`src/rtl/fifo_drain_framer_if.sv`:
```
// ----------------------------------------------------------------------------
// fifo_drain_framer_if
//   Output beat stream of the FIFO drain framer.
//
//   Handshake: a beat transfers on every rising clock edge where valid and
//   ready are both 1. While valid=1 and ready=0 the source keeps valid, data
//   and last unchanged. The source never waits for ready before raising
//   valid.
//
//   Signals:
//     valid  source -> sink  beat valid
//     data   source -> sink  beat payload (WIDTH bits)
//     last   source -> sink  final beat of the current frame
//     ready  sink -> source  sink accepts the beat
//
//   Modports: master = framer side, slave = downstream consumer.
// ----------------------------------------------------------------------------
interface fifo_drain_framer_if #(
    parameter int WIDTH = 8
);
    logic             valid;
    logic [WIDTH-1:0] data;
    logic             last;
    logic             ready;

    modport master (output valid, output data, output last, input ready);
    modport slave  (input valid, input data, input last, output ready);
endinterface

```
`src/rtl/fifo_drain_framer.sv`:
```
// ----------------------------------------------------------------------------
// fifo_drain_framer
//   Read-side consumer of a dual-clock FIFO, living in the FIFO read-clock
//   domain. Reads words from the FIFO read port without underflowing it,
//   buffers them in a 3-entry queue and emits them as a valid/ready stream
//   cut into frames of FRAME_LEN data beats, the final beat flagged by last.
//
//   Optional feature, macro DRAIN_CHECKSUM_EN:
//     undefined -> frames are exactly FRAME_LEN data beats.
//     defined   -> each frame is followed by one checksum beat (two's
//                  complement of the modulo-2^WIDTH data sum) carrying last;
//                  frames become FRAME_LEN+1 beats.
//
//   Parameters:
//     WIDTH      data word width (matches the FIFO width)
//     FRAME_LEN  data beats per frame, 2..255
//
//   Ports:
//     clk         clock (FIFO rd_clk)
//     res         asynchronous active-high reset
//     fifo_empty  FIFO empty flag
//     fifo_rdata  FIFO read data, valid the cycle after fifo_rd_en
//     fifo_rd_en  FIFO read request (combinational)
//     out         output stream (fifo_drain_framer_if.master)
//     frame_cnt   completed frames, wraps at 2^16
//     dbg_state   framing FSM state (1 = checksum beat); 0 when the
//                 checksum feature is not built
// ----------------------------------------------------------------------------
module fifo_drain_framer #(
    parameter int WIDTH     = 8,
    parameter int FRAME_LEN = 4
) (
    input  logic                       clk,
    input  logic                       res,
    input  logic                       fifo_empty,
    input  logic [WIDTH-1:0]           fifo_rdata,
    output logic                       fifo_rd_en,
    fifo_drain_framer_if.master        out,
    output logic [15:0]                frame_cnt,
    output logic                       dbg_state
);

    localparam logic [7:0] LAST_BEAT = 8'(FRAME_LEN - 1);

    // Circular queue of three words: head is the oldest entry, occ the fill.
    logic [WIDTH-1:0] mem [3];
    logic [1:0]       head;
    logic [1:0]       occ;
    logic             pending;   // read issued last cycle, word arrives now
    logic [7:0]       beat;      // data beats already accepted in this frame

    logic [2:0]       fill;
    logic [1:0]       tail;
    logic             data_valid;
    logic             in_csum;
    logic             accept;
    logic             pop;
    logic             last_data;

    function automatic logic [1:0] wrap3(input logic [2:0] v);
        return (v >= 3'd3) ? 2'(v - 3'd3) : v[1:0];
    endfunction

    // The in-flight word is counted as occupying a slot, so a word that was
    // requested always finds room even if downstream stalls meanwhile.
    assign fill       = {1'b0, occ} + {2'b00, pending};
    assign fifo_rd_en = !res && !fifo_empty && (fill < 3'd3);

    assign tail       = wrap3({1'b0, head} + {1'b0, occ});
    assign data_valid = (occ != 2'd0);
    assign last_data  = (beat == LAST_BEAT);
    assign accept     = out.valid && out.ready;
    // The checksum beat is generated, not taken from the queue.
    assign pop        = accept && !in_csum;

`ifdef DRAIN_CHECKSUM_EN
    typedef enum logic {
        ST_DATA = 1'b0,
        ST_CSUM = 1'b1
    } state_t;

    state_t           state;
    logic [WIDTH-1:0] acc;

    assign in_csum   = (state == ST_CSUM);
    assign dbg_state = in_csum;
    assign out.valid = data_valid || in_csum;
    assign out.data  = in_csum ? ({WIDTH{1'b0}} - acc) : mem[head];
    assign out.last  = in_csum;
`else
    assign in_csum   = 1'b0;
    assign dbg_state = 1'b0;
    assign out.valid = data_valid;
    assign out.data  = mem[head];
    assign out.last  = data_valid && last_data;
`endif

    // Outputs above decode only flops (queue head, fill, beat, state), so
    // they stay stable across a stall without any input-to-output path.
    always_ff @(posedge clk or posedge res) begin
        if (res) begin
            for (int i = 0; i < 3; i++) begin
                mem[i] <= '0;
            end
            head      <= 2'd0;
            occ       <= 2'd0;
            pending   <= 1'b0;
            beat      <= 8'd0;
            frame_cnt <= 16'd0;
`ifdef DRAIN_CHECKSUM_EN
            state     <= ST_DATA;
            acc       <= '0;
`endif
        end else begin
            pending <= fifo_rd_en;

            if (pending) begin
                mem[tail] <= fifo_rdata;
            end

            if (pop) begin
                head <= wrap3({1'b0, head} + 3'd1);
            end

            // Capture together with pop leaves the fill unchanged.
            case ({pending, pop})
                2'b10:   occ <= occ + 2'd1;
                2'b01:   occ <= occ - 2'd1;
                default: occ <= occ;
            endcase

            if (pop) begin
                if (last_data) begin
                    beat <= 8'd0;
`ifdef DRAIN_CHECKSUM_EN
                    state <= ST_CSUM;
`else
                    frame_cnt <= frame_cnt + 16'd1;
`endif
                end else begin
                    beat <= beat + 8'd1;
                end
`ifdef DRAIN_CHECKSUM_EN
                acc <= acc + mem[head];
`endif
            end

`ifdef DRAIN_CHECKSUM_EN
            if (in_csum && accept) begin
                state     <= ST_DATA;
                acc       <= '0;
                frame_cnt <= frame_cnt + 16'd1;
            end
`endif
        end
    end

endmodule
```
`src/flat_wrapper.sv`:
```
// flat-port wrapper written by rule: the top's interface ports become plain ports
module fifo_drain_framer_flat 
#(
    parameter int WIDTH     = 8,
    parameter int FRAME_LEN = 4
)
  (clk, res, fifo_empty, fifo_rdata, fifo_rd_en, frame_cnt, dbg_state, out_valid, out_data, out_last, out_ready);
  fifo_drain_framer_if #(.WIDTH(WIDTH)) out_i ();
  input  logic clk;
  input  logic res;
  input  logic fifo_empty;
  input  logic [WIDTH-1:0] fifo_rdata;
  output logic fifo_rd_en;
  output logic [15:0] frame_cnt;
  output logic dbg_state;
  output wire logic [$bits(out_i.valid)-1:0] out_valid;
  output wire logic [$bits(out_i.data)-1:0] out_data;
  output wire logic [$bits(out_i.last)-1:0] out_last;
  input wire logic [$bits(out_i.ready)-1:0] out_ready;
  assign out_valid = out_i.valid;
  assign out_data = out_i.data;
  assign out_last = out_i.last;
  assign out_i.ready = out_ready;
  fifo_drain_framer #(.WIDTH(WIDTH), .FRAME_LEN(FRAME_LEN)) u_core (.clk(clk), .res(res), .fifo_empty(fifo_empty), .fifo_rdata(fifo_rdata), .fifo_rd_en(fifo_rd_en), .out(out_i), .frame_cnt(frame_cnt), .dbg_state(dbg_state));
endmodule
```
`config.mk`:
```
export PLATFORM = sky130hd
export DESIGN_NAME = fifo_drain_framer_flat
export DESIGN_NICKNAME = d
export VERILOG_FILES = /design/src/rtl/fifo_drain_framer_if.sv /design/src/rtl/fifo_drain_framer.sv /design/src/flat_wrapper.sv
export SDC_FILE = /design/constraint.sdc
export NUM_CORES = 1
export LEC_CHECK = 0
export CORE_MARGIN = 1.5
export CORE_UTILIZATION = 36
export CTS_CLUSTER_DIAMETER = 60
export DETAILED_ROUTE_END_ITERATION = 16
export GPL_TIMING_DRIVEN = 0
export PLACE_DENSITY_LB_ADDON = 0.15
export SYNTH_ARGS = -nofsm -noshare
export SYNTH_HDL_FRONTEND = slang
export SYNTH_SLANG_ARGS = --single-unit
```
`constraint.sdc`:
```
create_clock -name clk -period 5.5 [get_ports clk]
set_clock_uncertainty 0.05 [all_clocks]
set_input_delay 1.1 -clock clk [delete_from_list [all_inputs] [get_ports clk]]
set_output_delay 1.1 -clock clk [all_outputs]
set_load 0.005 [all_outputs]
```
==> results.yml <==
setup_path:
  crit_top_cell: "sky130_fd_sc_hd__clkdlybuf4s50_1"
  critical_path_peak_fanout: 2
  critical-path-max-stage-delay_ps: 600
  critical_path_start_end_classification: "in -> out"
  worst_setup_path_start_kind: "primary input"
  worstPathCellList: "clkdlybuf4s50_1, a2111oi_0, clkdlybuf4s50_1"
  crit_arrival_ps: 2590
  timing.critical_path.to_type: "output port"
  required_time_of_the_worst_setup_path_ps: 4350
  worst_path_max_delay_cell: "sky130_fd_sc_hd__clkdlybuf4s50_1"
global_routing:
  met2_usage_pct: 22.52
  grt_antenna_before_repair: 0
  overflow: 0
  grt_first_pass_wirelength_um: 8473
  most_crowded_layer_gr: "met2"
  grt.met1_usage_pct: 19.94
  grt_pass1_vias: 1667
  largest_net_degree_at_the_start_of_global_routing: 34
  grtUsageMet3_pct: 3.033
  gr-usage-all-layers_pct: 14.36
routing:
  detail_route.vias_per_cell: 4.752
  post_drt_wl_per_cell_um: 13.37
  detail_route.iter0.violations: 46
  drt_pass1_iterations: 4
  drt_drc_violations_left: 0
  route.antenna.remaining_nets: 0
  dr_total_vias: 1706
  route.final.wire_length_um: 4799
sta:
  layout_worst_path_cycle_share_pct: 67.93
  setup_violations: 0
  setup_ws_ps: 1764
  hold_violations: 0
  final_period_minus_worst_setup_slack_ps: 3736
  setup_tns_final_ps: 0
  max_slew_violations: 0
  hold_slack_ps: 435.8
  grt_setup_unrepaired: "no"
  clock.fmax_mhz: 267.6
  worst_slew_pin_slew_ps: 812.5
  worst_slew_margin_rel_pct: 45.83
clock_tree:
  cts_setup_buffers: 0
  clock_tree_from_tritoncts: "yes"
  clk_pin_slew_ps: 90
  clockRootBuffer: "sky130_fd_sc_hd__clkbuf_8"
  cts_sinks: 53
  cts_hold_buffers: 0
  post_cts_resized: 0
  cts.path.max_buffers: 2
  latest_clock_arrival_within_the_worst_skew_pair_ps: 300
  numCtsBuffers: 5
  cts_htree_levels: 2
finish:
  seq_area_um2: 1326
  multi_input_area_um2: 1161
  synthToLayoutAreaGrowth_pct: 24.35
  antennaDiodeCount: 0
  fillCellCount: 659
  postLayoutCellArea_um2: 3188
  drive_gt1_share_pct: 18.63
  finish.net_count: 283
power_and_ir_drop:
  vdd_drop_max_v: 0.0002033
  p_seq_share_pct: 38.7
  internal-power_mw: 1.063
  power.share.combinational_pct: 45.4
  switching_power_uw: 538.2
  static-leakage-power_nw: 1.423
  pwr-share-clk_pct: 15.9
  power_density_nw_per_um2: 502.3
  power_switching_share_pct: 33.61
run:
  timing.max_cap.violations: 0
die:
  die_height_um: 87.39
  die_x_um: 87.39
  placementRows: 30
  core_um2: 6832
  top_level_ports: 40
  floorplan.die_area_um2: 7637
  start_util_pct: 37.53
place:
  detailedPlace.worstSlack_ps: 1795
  detailed_place_hpwl_um: 3307
  numPortBuffers: 38
  placed_area_um2: 3084
  place.gp.congestion: 0.7407
logic_synthesis:
  netlist_instances: 217
  synthesis.area_um2: 2564
  ys_seq_area_share_pct: 51.73
  synthDistinctLibCells: 40
  postSynth.asyncResetShare_pct: 100.0
  postSynthRegisterBits: 53
  synthFlopType: "sky130_fd_sc_hd__dfrtp_1"
  synthesis.nets: 237
  synth_edf_count: 0
  synth_area_per_cell_um2: 11.81
  synth_warnings: 0
run_status:
  status: "finished, final reports clean"
worst_hold_path:
  min-delay-path-class: "reg -> reg"
==> Yosys cell counts (2+ instances only) <==
| cell type | n | area (µm²) |
|---|---|---|
| sky130_fd_sc_hd__inv_1 | 13 | 48.80 |
| sky130_fd_sc_hd__mux2_2 | 25 | 281.5 |
| sky130_fd_sc_hd__nor3_1 | 8 | 40.04 |
| sky130_fd_sc_hd__mux2i_1 | 8 | 80.08 |
| sky130_fd_sc_hd__nand4_1 | 4 | 25.02 |
| sky130_fd_sc_hd__and3_1 | 2 | 12.51 |
| sky130_fd_sc_hd__nor2_1 | 8 | 30.03 |
| sky130_fd_sc_hd__ha_1 | 7 | 87.58 |
| sky130_fd_sc_hd__and2_1 | 3 | 18.77 |
| sky130_fd_sc_hd__o21ai_0 | 10 | 50.05 |
| sky130_fd_sc_hd__xnor2_1 | 14 | 122.6 |
| sky130_fd_sc_hd__nand2_1 | 18 | 67.56 |
| sky130_fd_sc_hd__and3_2 | 3 | 22.52 |
| sky130_fd_sc_hd__dfrtp_1 | 53 | 1326 |
| sky130_fd_sc_hd__xor2_1 | 10 | 87.58 |
| sky130_fd_sc_hd__nand3_1 | 5 | 25.02 |
| sky130_fd_sc_hd__clkbuf_1 | 3 | 11.26 |
==> layout make-up <==
type	instances	share of cell area (%)
flip-flops and latches	53	41.60
inverters	14	1.648
repair buffers	39	12.56
clock buffers	5	2.159
multi-input cells	145	36.42
well taps	96	3.768
clock inverters	2	1.099
plain buffers	5	0.7457
==> worst max-delay path, delay by kind of cell <==
family	cells	cell delay (ps)
buffers and inverters	2	1000
AOI/OAI and AO/OA	1	480
==> power by group through the flow <==
stage,Clock (mW),Combinational [mW],Sequential (mW)
CTS,0.268,0.738,0.621
finish,0.254,0.726,0.621
detailed placement,0,0.737,0.629
global placement,0,0.722,0.625
global route,0.283,0.814,0.644
floorplan,0,0.501,0.607
==> kinds of logic after synthesis <==
logic type | count (synthesis) | share of synthesized area (%)
DFF | 53 | 51.73
and+or+nand+nor | 61 | 13.67
adders and majority gates | 8 | 4.197
AOI/OAI and AO/OA | 17 | 4.344
xor gates and xnor gates | 25 | 8.834
other | 1 | 0.1463
buffers and inverters | 19 | 2.977
muxes | 33 | 14.10
==> metal layers <==
layer	part of all wire, %	vias up
met5	0	-
met2	46	32
li1	-	836
met3	3.7	7
met1	49	831
met4	1.2	0
==> cell usage in the layout (no fill, tap or decap), drive strengths merged, types with 3 or more instances in the layout <==
master          n
clkbuf          8
dfrtp          53
inv            14
nand3           5
mux2           25
clkdlybuf4s50  38
and2            3
nor3            9
mux2i           8
buf             3
nand4           5
nand2          18
o21ai          12
ha              7
xnor2          15
nor2            8
and3            5
xor2           10
==> stage by stage <==
stage,utilization (%),total power [mW],instances
final,46.67,1.601,359
after global routing,46.67,1.741,359
after CTS,46.67,1.628,359
after detailed placement,45.15,1.366,352
after global placement,44.85,1.347,351
after floorplan,-,1.108,217
==> flip-flops by register name, summed over array words and instances (netlist names) <==
signal	flops
u_core.head	2
u_core.mem	24
u_core.occ	2
u_core.pending	1
u_core.beat	8
u_core.frame_cnt	16
==> final timing paths <==
path                       slack (ps)  cells after the start              endpoint                 start
min in group asynchronous        1100                      2        u_core.pending                   res
hold / removal                    440                      1  u_core.frame_cnt[15]  u_core.frame_cnt[15]
setup / recovery                 1760                      3            fifo_rd_en            fifo_empty
setup reg to reg                 2730                      9        u_core.mem[10]         u_core.occ[0]
max in group asynchronous        3760                      3        u_core.beat[7]                   res
hold reg to reg                   440                      1  u_core.frame_cnt[15]  u_core.frame_cnt[15]
Power figures use the tool's default switching activity.
